$ cat src/rtl/mux_alu_src_if.sv
// Operand-B selector bus: source operands and control in, selected operand
// (combinational and registered) out.
interface mux_alu_src_if #(
  parameter int unsigned WIDTH = 32
);
  logic [WIDTH-1:0] readData2;
  logic [WIDTH-1:0] imm;
  logic             ALUsrc;
  logic             in_valid;
  logic             hold;
  logic [WIDTH-1:0] b;
  logic [WIDTH-1:0] b_q;
  logic             b_valid;
  logic             sel_q;

  modport master (
    output readData2, imm, ALUsrc, in_valid, hold,
    input  b, b_q, b_valid, sel_q
  );

  modport slave (
    input  readData2, imm, ALUsrc, in_valid, hold,
    output b, b_q, b_valid, sel_q
  );
endinterface

$ cat src/rtl/mux_alu_src.sv
// ALU operand-B source mux: zero-latency select of readData2/imm plus a
// registered copy with valid flag and stall hold for pipelined datapaths.
module mux_alu_src #(
  parameter int unsigned WIDTH = 32
) (
  input logic           clk,
  input logic           rst_n,
  mux_alu_src_if.slave  bus
);

  logic [WIDTH-1:0] b_sel;
  logic [WIDTH-1:0] b_reg;
  logic             sel_reg;
  logic             valid_reg;

  always_comb begin
    b_sel = bus.ALUsrc ? bus.imm : bus.readData2;
  end

  // Data and select are only loaded on a capture; an idle cycle drops the
  // valid flag but leaves the last operand visible.
  always_ff @(posedge clk or negedge rst_n) begin
    if (!rst_n) begin
      b_reg     <= '0;
      sel_reg   <= 1'b0;
      valid_reg <= 1'b0;
    end else if (!bus.hold) begin
      if (bus.in_valid) begin
        b_reg   <= b_sel;
        sel_reg <= bus.ALUsrc;
      end
      valid_reg <= bus.in_valid;
    end
  end

  assign bus.b       = b_sel;
  assign bus.b_q     = b_reg;
  assign bus.sel_q   = sel_reg;
  assign bus.b_valid = valid_reg;

endmodule

$ cat src/flat_wrapper.sv
// flat-port wrapper written by rule: the top's interface ports become plain ports
module mux_alu_src_flat 
#(
  parameter int unsigned WIDTH = 32
)
  (clk, rst_n, bus_readData2, bus_imm, bus_ALUsrc, bus_in_valid, bus_hold, bus_b, bus_b_q, bus_b_valid, bus_sel_q);
  mux_alu_src_if #(.WIDTH(WIDTH)) bus_i ();
  input logic clk;
  input logic rst_n;
  input wire logic [$bits(bus_i.readData2)-1:0] bus_readData2;
  input wire logic [$bits(bus_i.imm)-1:0] bus_imm;
  input wire logic [$bits(bus_i.ALUsrc)-1:0] bus_ALUsrc;
  input wire logic [$bits(bus_i.in_valid)-1:0] bus_in_valid;
  input wire logic [$bits(bus_i.hold)-1:0] bus_hold;
  output wire logic [$bits(bus_i.b)-1:0] bus_b;
  output wire logic [$bits(bus_i.b_q)-1:0] bus_b_q;
  output wire logic [$bits(bus_i.b_valid)-1:0] bus_b_valid;
  output wire logic [$bits(bus_i.sel_q)-1:0] bus_sel_q;
  assign bus_i.readData2 = bus_readData2;
  assign bus_i.imm = bus_imm;
  assign bus_i.ALUsrc = bus_ALUsrc;
  assign bus_i.in_valid = bus_in_valid;
  assign bus_i.hold = bus_hold;
  assign bus_b = bus_i.b;
  assign bus_b_q = bus_i.b_q;
  assign bus_b_valid = bus_i.b_valid;
  assign bus_sel_q = bus_i.sel_q;
  mux_alu_src #(.WIDTH(WIDTH)) u_core (.clk(clk), .rst_n(rst_n), .bus(bus_i));
endmodule
$ cat config.mk
export PLATFORM = sky130hd
export DESIGN_NAME = mux_alu_src_flat
export DESIGN_NICKNAME = d
export VERILOG_FILES = /design/src/rtl/mux_alu_src_if.sv /design/src/rtl/mux_alu_src.sv /design/src/flat_wrapper.sv
export SDC_FILE = /design/constraint.sdc
export NUM_CORES = 1
export LEC_CHECK = 0
export BUFFER_PORTS_ARGS = -buffer_cell sky130_fd_sc_hd__buf_2
export CAP_MARGIN = 5
export CORE_UTILIZATION = 35
export CTS_CLUSTER_DIAMETER = 80
export DETAILED_ROUTE_END_ITERATION = 8
export PLACE_DENSITY_LB_ADDON = 0.15
export SLEW_MARGIN = 20
export SYNTH_ARGS = -nofsm -noshare
export SYNTH_HDL_FRONTEND = slang
export SYNTH_SLANG_ARGS = --single-unit
$ cat constraint.sdc
create_clock -name clk -period 1.49 [get_ports clk]
set_input_delay 0.0745 -clock clk [delete_from_list [all_inputs] [get_ports clk]]
set_output_delay 0.0745 -clock clk [all_outputs]
set_load 0.05 [all_outputs]
==> flow_summary.ini, run 1 <==
[run_status]
status = complete, no violations

[placed_design]
post-place-cells = 308
port_buffers = 134
dpl_cell_area_um2 = 2628
pre_cts_ws_ns = 0.2758
gp_congestion = 0.6853
dp_hpwl_mm = 3.006

[min_path]
hold_path_class = input port to flop

[clock_network]
htree_levels = 2
clock_latency_ns = 0.27
post_cts_resized = 0
post_cts_buffers = 0
clk_pin_slew_ns = 0.07
clockRootBuffer = clkbuf_8
cts.path.max_buffers = 2
numCtsBuffers = 5
cts.sinks = 34
cts_tree = yes
ctsHoldBuffers = 1

[route]
vias = 1387
drc = 0
wl_mm = 4.206
met2_length_mm = 1.974
antenna_left = 0
drtPass1Iterations = 4
avgViaCountPerCell = 4.403
wl_met3_um = 357
routedLengthMet1_mm = 1.822
highest_layer = met4
drt_iter0_markers = 23
detail_route.wl_per_cell_um = 13.35

[synth]
syn_area_um2 = 1913
synthCells = 109
synthMuxAreaShare = 0.4964
ys_seq_area_frac = 0.4447
synth-xor-area-share = 0
ys_seq_elements = 34
syn_area_per_cell_um2 = 17.55
synth_compound_area_frac = 0.003924
synth_fp_nets = 178
synthSimpleGateAreaFrac = 0.003270
synthAdderAreaFrac = 0
synth_top_family_by_area = multiplexers
ys_types = 9
yosysWarnings = 0

[global_route]
overflow = 0
track_usage = 0.1446
grt_pass1_vias = 1350
grt_pass1_wl_mm = 6.541
grt_max_degree = 35
antenna_found_initial = 0

[die]
core_area_um2 = 5172
dieArea_um2 = 5765
start_util = 0.3699
ios = 135
rows = 26
die_w_um = 75.93
fp.dieH_um = 75.93

[power_and_ir_drop]
p_sw_mw = 1.449
p_leak_nw = 1.496
peakVddDrop_uv = 480.4
powerDensity_nw_per_um2 = 1256
combPwrFrac = 0.467
seqPwrFrac = 0.339
p_int_mw = 1.967
clockPowerShare = 0.194
p_sw_frac = 0.4242

[sta]
hold_viol_final = 0
fin_crit_sh = 0.7397
relSlewSlack = 0.7114
slew_violations = 0
fin_tns_setup_ns = 0
fin_skew_ns = 0
worst_pin_slew_ns = 0.4329
max_freq_mhz = 907.3
whs_ns = 0.04102
fin_crit_ns = 1.102
fin_ws_ns = 0.3878
rsz0062_at_grt = false
setup_viol = 0

[cells_and_area]
diodes = 0
syn_to_final_growth_pct = 42.18
multi_input_area_um2 = 970.9
fin_nets = 315
fin_cells = 315
seq_area_um2 = 850.8
fin_area_um2 = 2720
drive_above_1_share = 0.8531
n_fill_cell = 462

[critical_path]
critPathKind = input port to output port
crit_buf_inv = 3
cp_data_arrival_time_ns = 1.03
path_cells = buf_2 -> buf_12 -> mux2_2 -> buf_2
cp_max_fo = 33
cpLargestDelayFamily = buffers and inverters
critPathSlowestCell = mux2_2
crit_required_ns = 1.42
end_kind = output port
worst_path_most_repeated_cell = buf_2
critPathLaunchType = input port
critical-path-max-stage-delay_ns = 0.38

[job]
cap_violations = 0
## final timing paths
kind                               startpoint                 end  slack, ns  cells after the start
min reg2reg                u_core.bus.b_valid  u_core.bus.b_valid       0.49                      1
min in group asynchronous               rst_n  u_core.bus.b_q[14]       0.36                      3
max                                bus_ALUsrc           bus_b[31]       0.39                      4
min                                  bus_hold  u_core.bus.b_valid       0.04                      2
max in group asynchronous               rst_n   u_core.bus.b_q[5]       0.83                      3
max reg2reg                u_core.bus.b_q[30]  u_core.bus.b_q[30]       0.72                      1
## Yosys cell counts
| master | count | area [µm²] |
|---|---|---|
| buf_2 | 1 | 5.000 |
| nor2b_1 | 1 | 6.260 |
| buf_6 | 1 | 11.26 |
| a21o_1 | 1 | 7.510 |
| buf_4 | 3 | 22.52 |
| dfrtp_1 | 34 | 850.8 |
| mux2_2 | 7 | 78.83 |
| mux2_4 | 58 | 870.8 |
| buf_12 | 3 | 60.06 |
## state kept, by name (all words and copies together) (netlist names)
register	cells
u_core.bus.sel_q	1
u_core.bus.b_q	32
u_core.bus.b_valid	1
## cell type report
cell class	count	share of cell area
clock buffer	6	0.03036
multi-input combinational	67	0.3569
sequential	34	0.3128
tap	70	0.03220
timing repair buffer	138	0.2677
## layout by cell type (no fill, tap or decap)
cell,Yosys,layout
clkbuf_8,0,6
buf_12,3,2
buf_2,1,134
mux2_4,58,58
nor2b_4,0,1
a21o_1,1,1
mux2_2,7,7
buf_4,3,1
dfrtp_1,34,34
dlygate4sd3_1,0,1
## metal layers
layer,vias up,global-route usage
li1,659,-
met1,646,0.1806
met2,75,0.2236
met3,7,0.06024
met4,0,0.05192
met5,-,0
## power by group through the flow
stage / combinational (mW) / clock, mW / sequential [mW]
detailed placement: 1.61 / 0 / 1.17
finish: 1.60 / 0.661 / 1.16
floorplan: 0.677 / 0 / 1.73
global route: 1.65 / 0.730 / 1.18
global placement: 1.60 / 0 / 1.17
CTS: 1.61 / 0.696 / 1.16
## metrics by stage
stage | power, mW | utilization
finish | 3.416 | 0.5259
global placement | 2.770 | 0.5080
global route | 3.561 | 0.5259
floorplan | 2.412 | -
CTS | 3.468 | 0.5259
detailed placement | 2.778 | 0.5080
## cells by family after synthesis
kind of cell | after synthesis
compound gates | 1
buf+inv | 8
flops | 34
mux | 65
simple gates | 1
(Power assumes the default switching activity.)
==> run 2: changes to the inputs <==
==> constraint.sdc (replaced) <==
create_clock -name clk -period 1.12 [get_ports clk]
set_input_delay 0.056 -clock clk [delete_from_list [all_inputs] [get_ports clk]]
set_output_delay 0.056 -clock clk [all_outputs]
set_load 0.05 [all_outputs]
==> flow_summary.ini, run 2 (synthesis results as in run 1) <==
[critical_path]
critPathKind = input port to output port
critPathLaunchType = input port
cp_max_fo = 21
critical-path-max-stage-delay_ns = 0.33
crit_start = bus_ALUsrc
path_cells = buf_2 -> buf_12 -> mux2_4 -> buf_2
critPathSlowestCell = mux2_4
crit_buf_inv = 3
worst_path_most_repeated_cell = buf_2
cpLargestDelayFamily = buffers and inverters
crit_required_ns = 1.06
end_kind = output port
cp_data_arrival_time_ns = 0.96
r2r-start = u_core.bus.b_q[5]

[cells_and_area]
fin_cells = 319
final_common_cell = buf_2
final_cell_mix = buf_2, mux2_4, dfrtp_1, mux2_2
diodes = 0
largest_register_ffs = 32
syn_to_final_growth_pct = 45.00
fin_nets = 318
drive_above_1_share = 0.8474

[route]
antenna_left = 0
wl_mm = 4.269
drc = 0
vias = 1405
detail_route.wl_per_cell_um = 13.38
avgViaCountPerCell = 4.404
drtPass1Iterations = 3
drt_iter0_markers = 16

[sta]
relSlewSlack = 0.7300
setup_viol = 0
hold_viol_final = 0
max_freq_mhz = 987.4
slew_violations = 0
fin_crit_ns = 1.013
fin_crit_sh = 0.9042
fin_skew_ns = 0
rsz0062_at_grt = false
fin_ws_ns = 0.1073
worst_pin_slew_ns = 0.4050

[run_status]
status = complete, no violations

[die]
ios = 135
core_area_um2 = 5172
fp.dieH_um = 75.93
rows = 26
start_util = 0.3699
dieArea_um2 = 5765
die_w_um = 75.93

[global_route]
antenna_found_initial = 0
grt_pass1_vias = 1464
grt_pass1_wl_mm = 7.162
overflow = 0
track_usage = 0.1558
grt_max_degree = 22

[power_and_ir_drop]
p_leak_nw = 1.519
combPwrFrac = 0.475
powerDensity_nw_per_um2 = 1626
power_mw = 4.510
peakVddDrop_uv = 737.7
seqPwrFrac = 0.342
p_sw_frac = 0.4256
clockPowerShare = 0.182
p_sw_mw = 1.920
p_int_mw = 2.591

[clock_network]
clockRootBuffer = clkbuf_8
cts_tree = yes
cts.path.max_buffers = 2
clock_latency_ns = 0.27
htree_levels = 2
cts.sinks = 34
clk_pin_slew_ns = 0.06
numCtsBuffers = 5
post_cts_buffers = 0

[min_path]
hold_path_class = input port to flop
worstHoldStart = bus_hold

[placed_design]
gp_congestion = 0.6916
port_buffers = 134
post-place-cells = 311
dp_hpwl_mm = 3.284
pre_cts_ws_ns = -0.01105

[job]
cap_violations = 0
==> run 2: cell count changes in the layout (fill, tap and decap cells not counted) <==
| cell | change |
|---|---|
| buf_12 | +3 |
| clkbuf_1 | +2 |
| clkbuf_8 | -1 |
==> run 2: power by group through the flow <==
stage                     Combinational, mW  Clock, mW  Sequential, mW
after CTS                              2.17      0.860            1.55
after global routing                   2.24      0.909            1.57
after global placement                 2.15          0            1.56
after detailed placement               2.16          0            1.56
final                                  2.14      0.821            1.54
after floorplan                       0.901          0            2.31
==> run 2: area by class of cell <==
cell class | instances | area (µm²)
fillers | 461 | 2399
multi-input cells | 67 | 970.9
flip-flops and latches | 34 | 850.8
clock buffers | 7 | 76.32
well taps | 70 | 87.58
repair buffers | 141 | 788.3
==> run 2: stage by stage <==
step,setup TNS [ns],utilization,hold WS [ns],instance area [µm²]
final,0,0.5363,0.02986,2774
after global routing,0,0.5363,0.03463,2774
after CTS,0,0.5363,0.02034,2774
after detailed placement,-0.05146,0.5196,0.008976,2688
after global placement,-0.003843,0.5196,0.01497,2688
after floorplan,0,-,-0.2396,1913
==> run 2: layer usage <==
| layer | global-route usage | share of wire | up-vias | wire length, µm |
|---|---|---|---|---|
| met5 | 0 | 0 | - | 0 |
| li1 | - | - | 669 | - |
| met1 | 0.1854 | 0.43 | 656 | 1828 |
| met2 | 0.2636 | 0.48 | 75 | 2053 |
| met3 | 0.05181 | 0.081 | 5 | 347 |
| met4 | 0.05192 | 0.0094 | 0 | 40 |
==> run 2: path summary, 6_finish.rpt <==
| path | slack (ns) | to | cells after the start |
|---|---|---|---|
| worst max register to register | 0.35 | u_core.bus.b_q[5] | 1 |
| worst min register to register | 0.49 | u_core.bus.b_valid | 1 |
| max in group asynchronous | 0.45 | u_core.bus.b_q[29] | 3 |
| worst min-delay path | 0.03 | u_core.bus.b_valid | 2 |
| worst max-delay path | 0.11 | bus_b[16] | 4 |
| min in group asynchronous | 0.24 | u_core.bus.b_q[13] | 2 |
==> run 2: timing repair <==
item / 4_1_cts / 5_1_grt
resized for setup: 0 / 0
hold buffers: 1 / 0
hold endpoints to repair: 16 / 0
